$ cat config.mk
export PLATFORM = sky130hd
export DESIGN_NAME = standoff_match_engine_flat
export DESIGN_NICKNAME = d
export VERILOG_FILES = /design/src/rtl/standoff_match_engine_if.sv /design/src/rtl/standoff_match_engine.sv /design/src/flat_wrapper.sv
export SDC_FILE = /design/constraint.sdc
export NUM_CORES = 1
export LEC_CHECK = 0
export BUFFER_PORTS_ARGS = -buffer_cell sky130_fd_sc_hd__buf_2
export CORE_ASPECT_RATIO = 0.9
export CORE_MARGIN = 2
export CORE_UTILIZATION = 46
export DETAILED_ROUTE_END_ITERATION = 10
export PLACE_DENSITY = 0.65
export RECOVER_POWER = 25
export SLEW_MARGIN = 20
export SYNTH_ARGS = -nofsm -noshare
export SYNTH_HDL_FRONTEND = slang
export SYNTH_SLANG_ARGS = --single-unit
$ cat constraint.sdc
create_clock -name clk -period 3.25 [get_ports clk]
set_clock_uncertainty 0.05 [all_clocks]
set_input_delay 0.1625 -clock clk [delete_from_list [all_inputs] [get_ports clk]]
set_output_delay 0.1625 -clock clk [all_outputs]
set_load 0.005 [all_outputs]
$ cat src/rtl/standoff_match_engine_if.sv
// rtl/standoff_match_engine_if.sv - control/status bundle of the standoff match engine
//
// Purpose : groups the match controls (mode, load, seed, player 1 choice) and
//           the match status (bullets, actions, countdown, scores, pulses).
// Modports: master drives the controls and observes the status (board logic,
//           bench); slave is the engine itself.
interface standoff_match_engine_if #(
  parameter int BW          = 2,
  parameter int SW          = 3,
  parameter int COUNT_STEPS = 7
);
  logic [1:0]             mode;
  logic                   load;
  logic [15:0]            seed;
  logic [2:0]             p1_choice;
  logic [BW-1:0]          p1_bullets;
  logic [BW-1:0]          p2_bullets;
  logic [2:0]             p1_act;
  logic [2:0]             p2_act;
  logic [COUNT_STEPS-1:0] countdown;
  logic [SW-1:0]          p1_score;
  logic [SW-1:0]          p2_score;
  logic                   round_valid;
  logic                   match_over;
  logic [1:0]             winner;

  modport master (
    output mode, load, seed, p1_choice,
    input  p1_bullets, p2_bullets, p1_act, p2_act, countdown,
           p1_score, p2_score, round_valid, match_over, winner
  );

  modport slave (
    input  mode, load, seed, p1_choice,
    output p1_bullets, p2_bullets, p1_act, p2_act, countdown,
           p1_score, p2_score, round_valid, match_over, winner
  );
endinterface

$ cat src/rtl/standoff_match_engine.sv
// rtl/standoff_match_engine.sv - best-of standoff match between player 1 and an LFSR opponent
//
// Purpose : runs countdown -> resolve rounds, tracks bullets and scores for
//           both players and stops in DONE once a player reaches WIN_SCORE.
// Ports   : clk   - system clock
//           reset - asynchronous active-high reset
//           bus   - slave side of standoff_match_engine_if (controls in,
//                   match status out)
module standoff_match_engine #(
  parameter int MAX_BULLETS = 3,
  parameter int BW          = 2,
  parameter int COUNT_STEPS = 7,
  parameter int TICK_NORMAL = 50_000_000,
  parameter int TICK_DEMO   = 10_000_000,
  parameter int WIN_SCORE   = 3,
  parameter int SW          = 3
) (
  input  logic                   clk,
  input  logic                   reset,
  standoff_match_engine_if.slave bus
);

  localparam logic [1:0] ST_COUNT   = 2'd0;
  localparam logic [1:0] ST_RESOLVE = 2'd1;
  localparam logic [1:0] ST_DONE    = 2'd2;

  localparam logic [2:0] ACT_IDLE   = 3'b000;
  localparam logic [2:0] ACT_RELOAD = 3'b100;
  localparam logic [2:0] ACT_SHOOT  = 3'b010;
  localparam logic [2:0] ACT_SHIELD = 3'b001;

  localparam logic [1:0] MODE_PAUSE  = 2'b00;
  localparam logic [1:0] MODE_NORMAL = 2'b01;
  localparam logic [1:0] MODE_DEMO   = 2'b10;
  localparam logic [1:0] MODE_SIM    = 2'b11;

  localparam logic [15:0] LFSR_DEFAULT = 16'hACE1;

  localparam int TICK_MAX = (TICK_NORMAL > TICK_DEMO) ? TICK_NORMAL : TICK_DEMO;
  localparam int TW       = (TICK_MAX > 2) ? $clog2(TICK_MAX) : 1;
  localparam logic [TW-1:0] NORMAL_LAST = TW'(TICK_NORMAL - 1);
  localparam logic [TW-1:0] DEMO_LAST   = TW'(TICK_DEMO - 1);

  localparam logic [BW-1:0] BUL_MAX = BW'(MAX_BULLETS);
  localparam logic [SW-1:0] SC_WIN  = SW'(WIN_SCORE);

  logic [1:0]             state;
  logic [COUNT_STEPS-1:0] countdown;
  logic [TW-1:0]          tick_cnt;
  logic [1:0]             mode_q;
  logic [15:0]            lfsr;
  logic [BW-1:0]          p1_bul, p2_bul;
  logic [2:0]             p1_act_q, p2_act_q;
  logic [SW-1:0]          p1_sc, p2_sc;
  logic                   round_valid_q;
  logic [1:0]             winner_q;

  logic                   mode_changed;
  logic                   tick;
  logic                   p1_onehot;
  logic [2:0]             r1_act, r2_act;
  logic [BW-1:0]          r1_bul, r2_bul;
  logic [SW-1:0]          r1_sc, r2_sc;
  logic [15:0]            lfsr_next;

  function automatic logic [BW-1:0] bullets_after(input logic [BW-1:0] b,
                                                  input logic [2:0]    act);
    logic [BW-1:0] r;
    r = b;
    if (act == ACT_RELOAD && b != BUL_MAX) r = b + BW'(1);
    // Shooting is only ever resolved with at least one bullet loaded.
    if (act == ACT_SHOOT) r = b - BW'(1);
    return r;
  endfunction

  // A stale count from the previous mode must not fire a tick on the cycle
  // the mode switches; the counter is cleared on that same edge.
  assign mode_changed = (bus.mode != mode_q);
  assign tick = (bus.mode == MODE_SIM) ||
                (!mode_changed && bus.mode == MODE_NORMAL && tick_cnt == NORMAL_LAST) ||
                (!mode_changed && bus.mode == MODE_DEMO   && tick_cnt == DEMO_LAST);

  // Fibonacci LFSR, taps 16/14/13/11 (bit 15 is tap 16).
  assign lfsr_next = {lfsr[14:0], lfsr[15] ^ lfsr[13] ^ lfsr[12] ^ lfsr[10]};

  assign p1_onehot = (bus.p1_choice == ACT_RELOAD) ||
                     (bus.p1_choice == ACT_SHOOT)  ||
                     (bus.p1_choice == ACT_SHIELD);

  always_comb begin
    r1_act = ACT_IDLE;
    if (p1_onehot && !(bus.p1_choice == ACT_SHOOT && p1_bul == '0))
      r1_act = bus.p1_choice;

    // The opponent's move comes from the LFSR value held during RESOLVE,
    // before it shifts.
    case (lfsr[1:0])
      2'b01:   r2_act = (p2_bul == '0) ? ACT_RELOAD : ACT_SHOOT;
      2'b10:   r2_act = ACT_SHIELD;
      default: r2_act = ACT_RELOAD;
    endcase

    r1_bul = bullets_after(p1_bul, r1_act);
    r2_bul = bullets_after(p2_bul, r2_act);

    r1_sc = p1_sc;
    if (r1_act == ACT_SHOOT && (r2_act == ACT_RELOAD || r2_act == ACT_IDLE))
      r1_sc = p1_sc + SW'(1);
    r2_sc = p2_sc;
    if (r2_act == ACT_SHOOT && (r1_act == ACT_RELOAD || r1_act == ACT_IDLE))
      r2_sc = p2_sc + SW'(1);
  end

  always_ff @(posedge clk or posedge reset) begin
    if (reset) begin
      state         <= ST_COUNT;
      countdown     <= '1;
      tick_cnt      <= '0;
      mode_q        <= MODE_PAUSE;
      lfsr          <= LFSR_DEFAULT;
      p1_bul        <= '0;
      p2_bul        <= '0;
      p1_act_q      <= ACT_IDLE;
      p2_act_q      <= ACT_IDLE;
      p1_sc         <= '0;
      p2_sc         <= '0;
      round_valid_q <= 1'b0;
      winner_q      <= 2'b00;
    end else begin
      mode_q        <= bus.mode;
      round_valid_q <= 1'b0;
      if (bus.load) begin
        lfsr      <= (bus.seed == 16'h0000) ? LFSR_DEFAULT : bus.seed;
        state     <= ST_COUNT;
        countdown <= '1;
        tick_cnt  <= '0;
        p1_bul    <= '0;
        p2_bul    <= '0;
        p1_act_q  <= ACT_IDLE;
        p2_act_q  <= ACT_IDLE;
        p1_sc     <= '0;
        p2_sc     <= '0;
        winner_q  <= 2'b00;
      end else begin
        case (state)
          ST_COUNT: begin
            if (mode_changed)
              tick_cnt <= '0;
            else if (bus.mode == MODE_NORMAL || bus.mode == MODE_DEMO)
              tick_cnt <= tick ? '0 : tick_cnt + TW'(1);
            if (tick) begin
              if (countdown != '0) countdown <= countdown >> 1;
              else                 state     <= ST_RESOLVE;
            end
          end
          ST_RESOLVE: begin
            if (mode_changed) tick_cnt <= '0;
            if (bus.mode != MODE_PAUSE) begin
              lfsr          <= lfsr_next;
              p1_bul        <= r1_bul;
              p2_bul        <= r2_bul;
              p1_act_q      <= r1_act;
              p2_act_q      <= r2_act;
              p1_sc         <= r1_sc;
              p2_sc         <= r2_sc;
              round_valid_q <= 1'b1;
              // Both players can never score in the same round (shoot vs
              // shoot gives no point), so the winner is unambiguous.
              if (r1_sc == SC_WIN) begin
                state    <= ST_DONE;
                winner_q <= 2'b01;
              end else if (r2_sc == SC_WIN) begin
                state    <= ST_DONE;
                winner_q <= 2'b10;
              end else begin
                state     <= ST_COUNT;
                countdown <= '1;
              end
            end
          end
          default: begin
            // DONE: everything holds until load or reset.
          end
        endcase
      end
    end
  end

  assign bus.p1_bullets  = p1_bul;
  assign bus.p2_bullets  = p2_bul;
  assign bus.p1_act      = p1_act_q;
  assign bus.p2_act      = p2_act_q;
  assign bus.countdown   = countdown;
  assign bus.p1_score    = p1_sc;
  assign bus.p2_score    = p2_sc;
  assign bus.round_valid = round_valid_q;
  assign bus.match_over  = (state == ST_DONE);
  assign bus.winner      = winner_q;

endmodule

$ cat src/flat_wrapper.sv
// flat-port wrapper written by rule: the top's interface ports become plain ports
module standoff_match_engine_flat 
#(
  parameter int MAX_BULLETS = 3,
  parameter int BW          = 2,
  parameter int COUNT_STEPS = 7,
  parameter int TICK_NORMAL = 50_000_000,
  parameter int TICK_DEMO   = 10_000_000,
  parameter int WIN_SCORE   = 3,
  parameter int SW          = 3
)
  (clk, reset, bus_mode, bus_load, bus_seed, bus_p1_choice, bus_p1_bullets, bus_p2_bullets, bus_p1_act, bus_p2_act, bus_countdown, bus_p1_score, bus_p2_score, bus_round_valid, bus_match_over, bus_winner);
  standoff_match_engine_if #(.BW(BW), .SW(SW), .COUNT_STEPS(COUNT_STEPS)) bus_i ();
  input  logic clk;
  input  logic reset;
  input wire logic [$bits(bus_i.mode)-1:0] bus_mode;
  input wire logic [$bits(bus_i.load)-1:0] bus_load;
  input wire logic [$bits(bus_i.seed)-1:0] bus_seed;
  input wire logic [$bits(bus_i.p1_choice)-1:0] bus_p1_choice;
  output wire logic [$bits(bus_i.p1_bullets)-1:0] bus_p1_bullets;
  output wire logic [$bits(bus_i.p2_bullets)-1:0] bus_p2_bullets;
  output wire logic [$bits(bus_i.p1_act)-1:0] bus_p1_act;
  output wire logic [$bits(bus_i.p2_act)-1:0] bus_p2_act;
  output wire logic [$bits(bus_i.countdown)-1:0] bus_countdown;
  output wire logic [$bits(bus_i.p1_score)-1:0] bus_p1_score;
  output wire logic [$bits(bus_i.p2_score)-1:0] bus_p2_score;
  output wire logic [$bits(bus_i.round_valid)-1:0] bus_round_valid;
  output wire logic [$bits(bus_i.match_over)-1:0] bus_match_over;
  output wire logic [$bits(bus_i.winner)-1:0] bus_winner;
  assign bus_i.mode = bus_mode;
  assign bus_i.load = bus_load;
  assign bus_i.seed = bus_seed;
  assign bus_i.p1_choice = bus_p1_choice;
  assign bus_p1_bullets = bus_i.p1_bullets;
  assign bus_p2_bullets = bus_i.p2_bullets;
  assign bus_p1_act = bus_i.p1_act;
  assign bus_p2_act = bus_i.p2_act;
  assign bus_countdown = bus_i.countdown;
  assign bus_p1_score = bus_i.p1_score;
  assign bus_p2_score = bus_i.p2_score;
  assign bus_round_valid = bus_i.round_valid;
  assign bus_match_over = bus_i.match_over;
  assign bus_winner = bus_i.winner;
  standoff_match_engine #(.MAX_BULLETS(MAX_BULLETS), .BW(BW), .COUNT_STEPS(COUNT_STEPS), .TICK_NORMAL(TICK_NORMAL), .TICK_DEMO(TICK_DEMO), .WIN_SCORE(WIN_SCORE), .SW(SW)) u_core (.clk(clk), .reset(reset), .bus(bus_i));
endmodule
==> flow_summary.json <==
{
  "grt_max_degree": 46,
  "multiInputGateArea_mm2": 0.00198,
  "synth_top_family_by_area": "simple AND/OR/NAND/NOR gates",
  "p_int_mw": 1.45,
  "drive_above_1_share": 0.188,
  "post-place-cells": 586,
  "cts-buffers-inserted": 9,
  "p_per_area_mw_per_mm2": 412,
  "wirelength_mm": 8.94,
  "synthAdderAreaFrac": 0.0286,
  "reg2regPathDepth": 8,
  "synth-compound-area-share": 0.136,
  "max_freq_mhz": 353,
  "syn-cell-area_mm2": 0.00394,
  "cts_setup_buffers": 0,
  "critical_path.startpoint_type": "primary input",
  "p_clk_frac": 0.414,
  "combPwrFrac": 0.087,
  "finalNetCount": 527,
  "timing.final.crit_period_ps": 2830,
  "finalSetupTns_ps": 0,
  "cts_tree": "yes",
  "setup_viol": 0,
  "clock_path_buffers": 2,
  "dieArea_mm2": 0.00931,
  "stdcell_count": 614,
  "worst_slack_ps": 419,
  "maxSlewViolCount": 0,
  "critPathKind": "in -> reg",
  "dp_slack_ps": 515,
  "start_util": 0.481,
  "hp-start": "bus_seed[12]",
  "p_leak_nw": 1.94,
  "path_max_fanout": 7,
  "worstPathRequired_ps": 3480,
  "maxCapViolCount": 0,
  "layout_commonest_cell": "nand2_1",
  "yosysSeqAreaShare": 0.462,
  "power_frac_seq": 0.499,
  "syn_nets": 467,
  "utilization": 0.565,
  "holdPathEnd": "u_core.lfsr[12]",
  "peakVddDrop_uv": 258,
  "yosys_warnings": 0,
  "outcome": "finished clean",
  "seq_area_mm2": 0.00182,
  "die_x_um": 102,
  "synth_edf_count": 0,
  "synth-simple-area-share": 0.249,
  "grt_pass1_vias": 3189,
  "clkSinkCount": 72,
  "ys_types": 51,
  "yosys_register_bits": 72,
  "netSwitchingFraction": 0.238,
  "holdWs_ps": 10.9,
  "cts_resized": 0,
  "vias": 3345,
  "wl_per_cell_um": 14.6,
  "max_slew.worst_pin.slew_ps": 1090,
  "synth_top_flop_cell": "dfrtp_1",
  "async_reset_ff_frac": 1.00,
  "hpwl_mm": 6.27,
  "timing.final.crit_share": 0.871,
  "reg2reg_slack_ps": 450,
  "ctsHoldBuffers": 12,
  "port_buffers": 50,
  "antenna_found_initial": 0,
  "die_h_um": 91.8,
  "htreeDepth": 3,
  "first_iter_violations": 179,
  "clockRootBuffer": "clkbuf_8",
  "drtAntennaViolNets": 0,
  "remaining_drc_errors": 0,
  "cts.clk_slew.worst_paths_ps": 70,
  "diodes": 0,
  "grtUsageTotal": 0.207,
  "crit_path_end_kind": "flop",
  "synth_xor_area_frac": 0.0668,
  "synthToLayoutAreaGrowth_pct": 17.5,
  "n_fill_cell": 750,
  "gp_congestion": 0.873,
  "grt_setup_unrepaired": "false",
  "worstSkewPairLatency_ps": 350,
  "critical_path_arrival_ps": 3060,
  "vias_per_cell": 5.45,
  "reg2reg_from": "u_core.lfsr[0]",
  "hold_viol_final": 0,
  "gr-total-overflow": 0,
  "avgSynthCellArea_um2": 9.07,
  "final_cell_mix": "nand2_1, dfrtp_1, nor2_1",
  "synth.mux.area_fraction": 0.0235,
  "core.rowCount": 31,
  "hold_class": "in -> reg",
  "grt_pass1_wl_mm": 15.4,
  "slew_headroom": 0.276,
  "drt_pass1_iterations": 4,
  "hold_depth": 3,
  "pin_count": 51,
  "r2r-end": "u_core.bus.countdown[5]",
  "coreArea_mm2": 0.00818,
  "switchingPower_mw": 0.452,
  "postSynthCellCount": 434
}
kinds of logic after synthesis:
| kind of cell | Yosys count |
|---|---|
| AO/OA/AOI/OAI | 79 |
| XOR/XNOR | 30 |
| adder cells (fa/ha/maj) | 9 |
| buffers and inverters | 33 |
| flip-flops | 72 |
| multiplexers | 9 |
| AND/OR/NAND/NOR | 202 |
synth_stat cells, types with 4 or more instances:
library cell / number / share of area
or4_1: 5 / 0.0095
nor4_1: 15 / 0.024
nand2_1: 59 / 0.056
or3_1: 7 / 0.011
inv_1: 13 / 0.012
o22a_1: 7 / 0.016
nor2b_1: 4 / 0.0064
a31oi_1: 12 / 0.019
or2_2: 7 / 0.011
nor2_1: 51 / 0.049
a21oi_1: 16 / 0.020
mux2i_1: 7 / 0.018
nor3_1: 15 / 0.019
ha_1: 9 / 0.029
o21ai_0: 22 / 0.028
and2_1: 5 / 0.0079
nand4_1: 5 / 0.0079
clkbuf_1: 15 / 0.014
o21a_1: 4 / 0.0076
dfrtp_1: 57 / 0.36
nand3_1: 15 / 0.019
dfstp_2: 15 / 0.10
xnor2_1: 22 / 0.049
xor2_1: 8 / 0.018
critical path, cell delays in order:
cell and delay [ps]:
dlygate4sd3_1 540, clkbuf_1 250, ha_1 210, nand3_1 70, or4_1 530, a2111oi_4 490, o2bb2ai_2 110, or3_1 440
o22a_1 240
through the flow:
| step | total power, mW | cell area (um2) |
|---|---|---|
| after CTS | 1.92 | 4630 |
| after global routing | 1.99 | 4630 |
| after global placement | 1.12 | 4300 |
| after floorplan | 1.07 | 3940 |
| final | 1.90 | 4630 |
| after detailed placement | 1.12 | 4300 |
worst max path at each step:
stage	start	endpoint	slack [ps]	cells after the start
global route	u_core.lfsr[0]	u_core.bus.countdown[5]	280	8
finish	bus_mode[0]	u_core.bus.countdown[5]	420	9
CTS	u_core.lfsr[0]	u_core.bus.countdown[1]	480	8
global placement	u_core.tick_cnt[7]	u_core.bus.countdown[2]	550	6
floorplan	u_core.tick_cnt[7]	u_core.bus.countdown[0]	620	8
detailed placement	u_core.lfsr[0]	u_core.bus.countdown[1]	510	8
power by group through the flow:
| stage | Clock [mW] | Sequential [mW] | Combinational (mW) |
|---|---|---|---|
| 6_report | 0.789 | 0.950 | 0.166 |
| 2_1_floorplan | 0 | 0.962 | 0.104 |
| 3_3_place_gp | 0 | 0.965 | 0.153 |
| 3_5_place_dp | 0 | 0.966 | 0.156 |
| 5_1_grt | 0.847 | 0.954 | 0.188 |
| 4_1_cts | 0.800 | 0.949 | 0.168 |
registers in the layout, indices dropped and copies added (netlist names):
name and flops:
u_core.bus.countdown 7, u_core.bus.p1_act 3, u_core.bus.p1_bullets 2, u_core.bus.p1_score 3, u_core.bus.p2_act 3, u_core.bus.p2_bullets 2
u_core.bus.p2_score 3, u_core.bus.round_valid 1, u_core.bus.winner 2, u_core.lfsr 16, u_core.mode_q 2, u_core.state 2
u_core.tick_cnt 26
routing by layer:
| metal | GRT usage | wire length, um | vias up |
|---|---|---|---|
| met1 | 0.311 | 4520 | 1593 |
| li1 | - | - | 1650 |
| met3 | 0.0579 | 516 | 6 |
| met4 | 0.0518 | 92 | 0 |
| met5 | 0 | 0 | - |
| met2 | 0.294 | 3810 | 96 |
cell type report:
type	count	area share
Clock buffer	13	0.0322
Multi-Input combinational cell	329	0.428
Tap cell	115	0.0311
Inverter	13	0.0105
Clock inverter	3	0.0141
Sequential cell	72	0.394
Timing Repair Buffer	69	0.0901
Power figures use the tool's default switching activity.
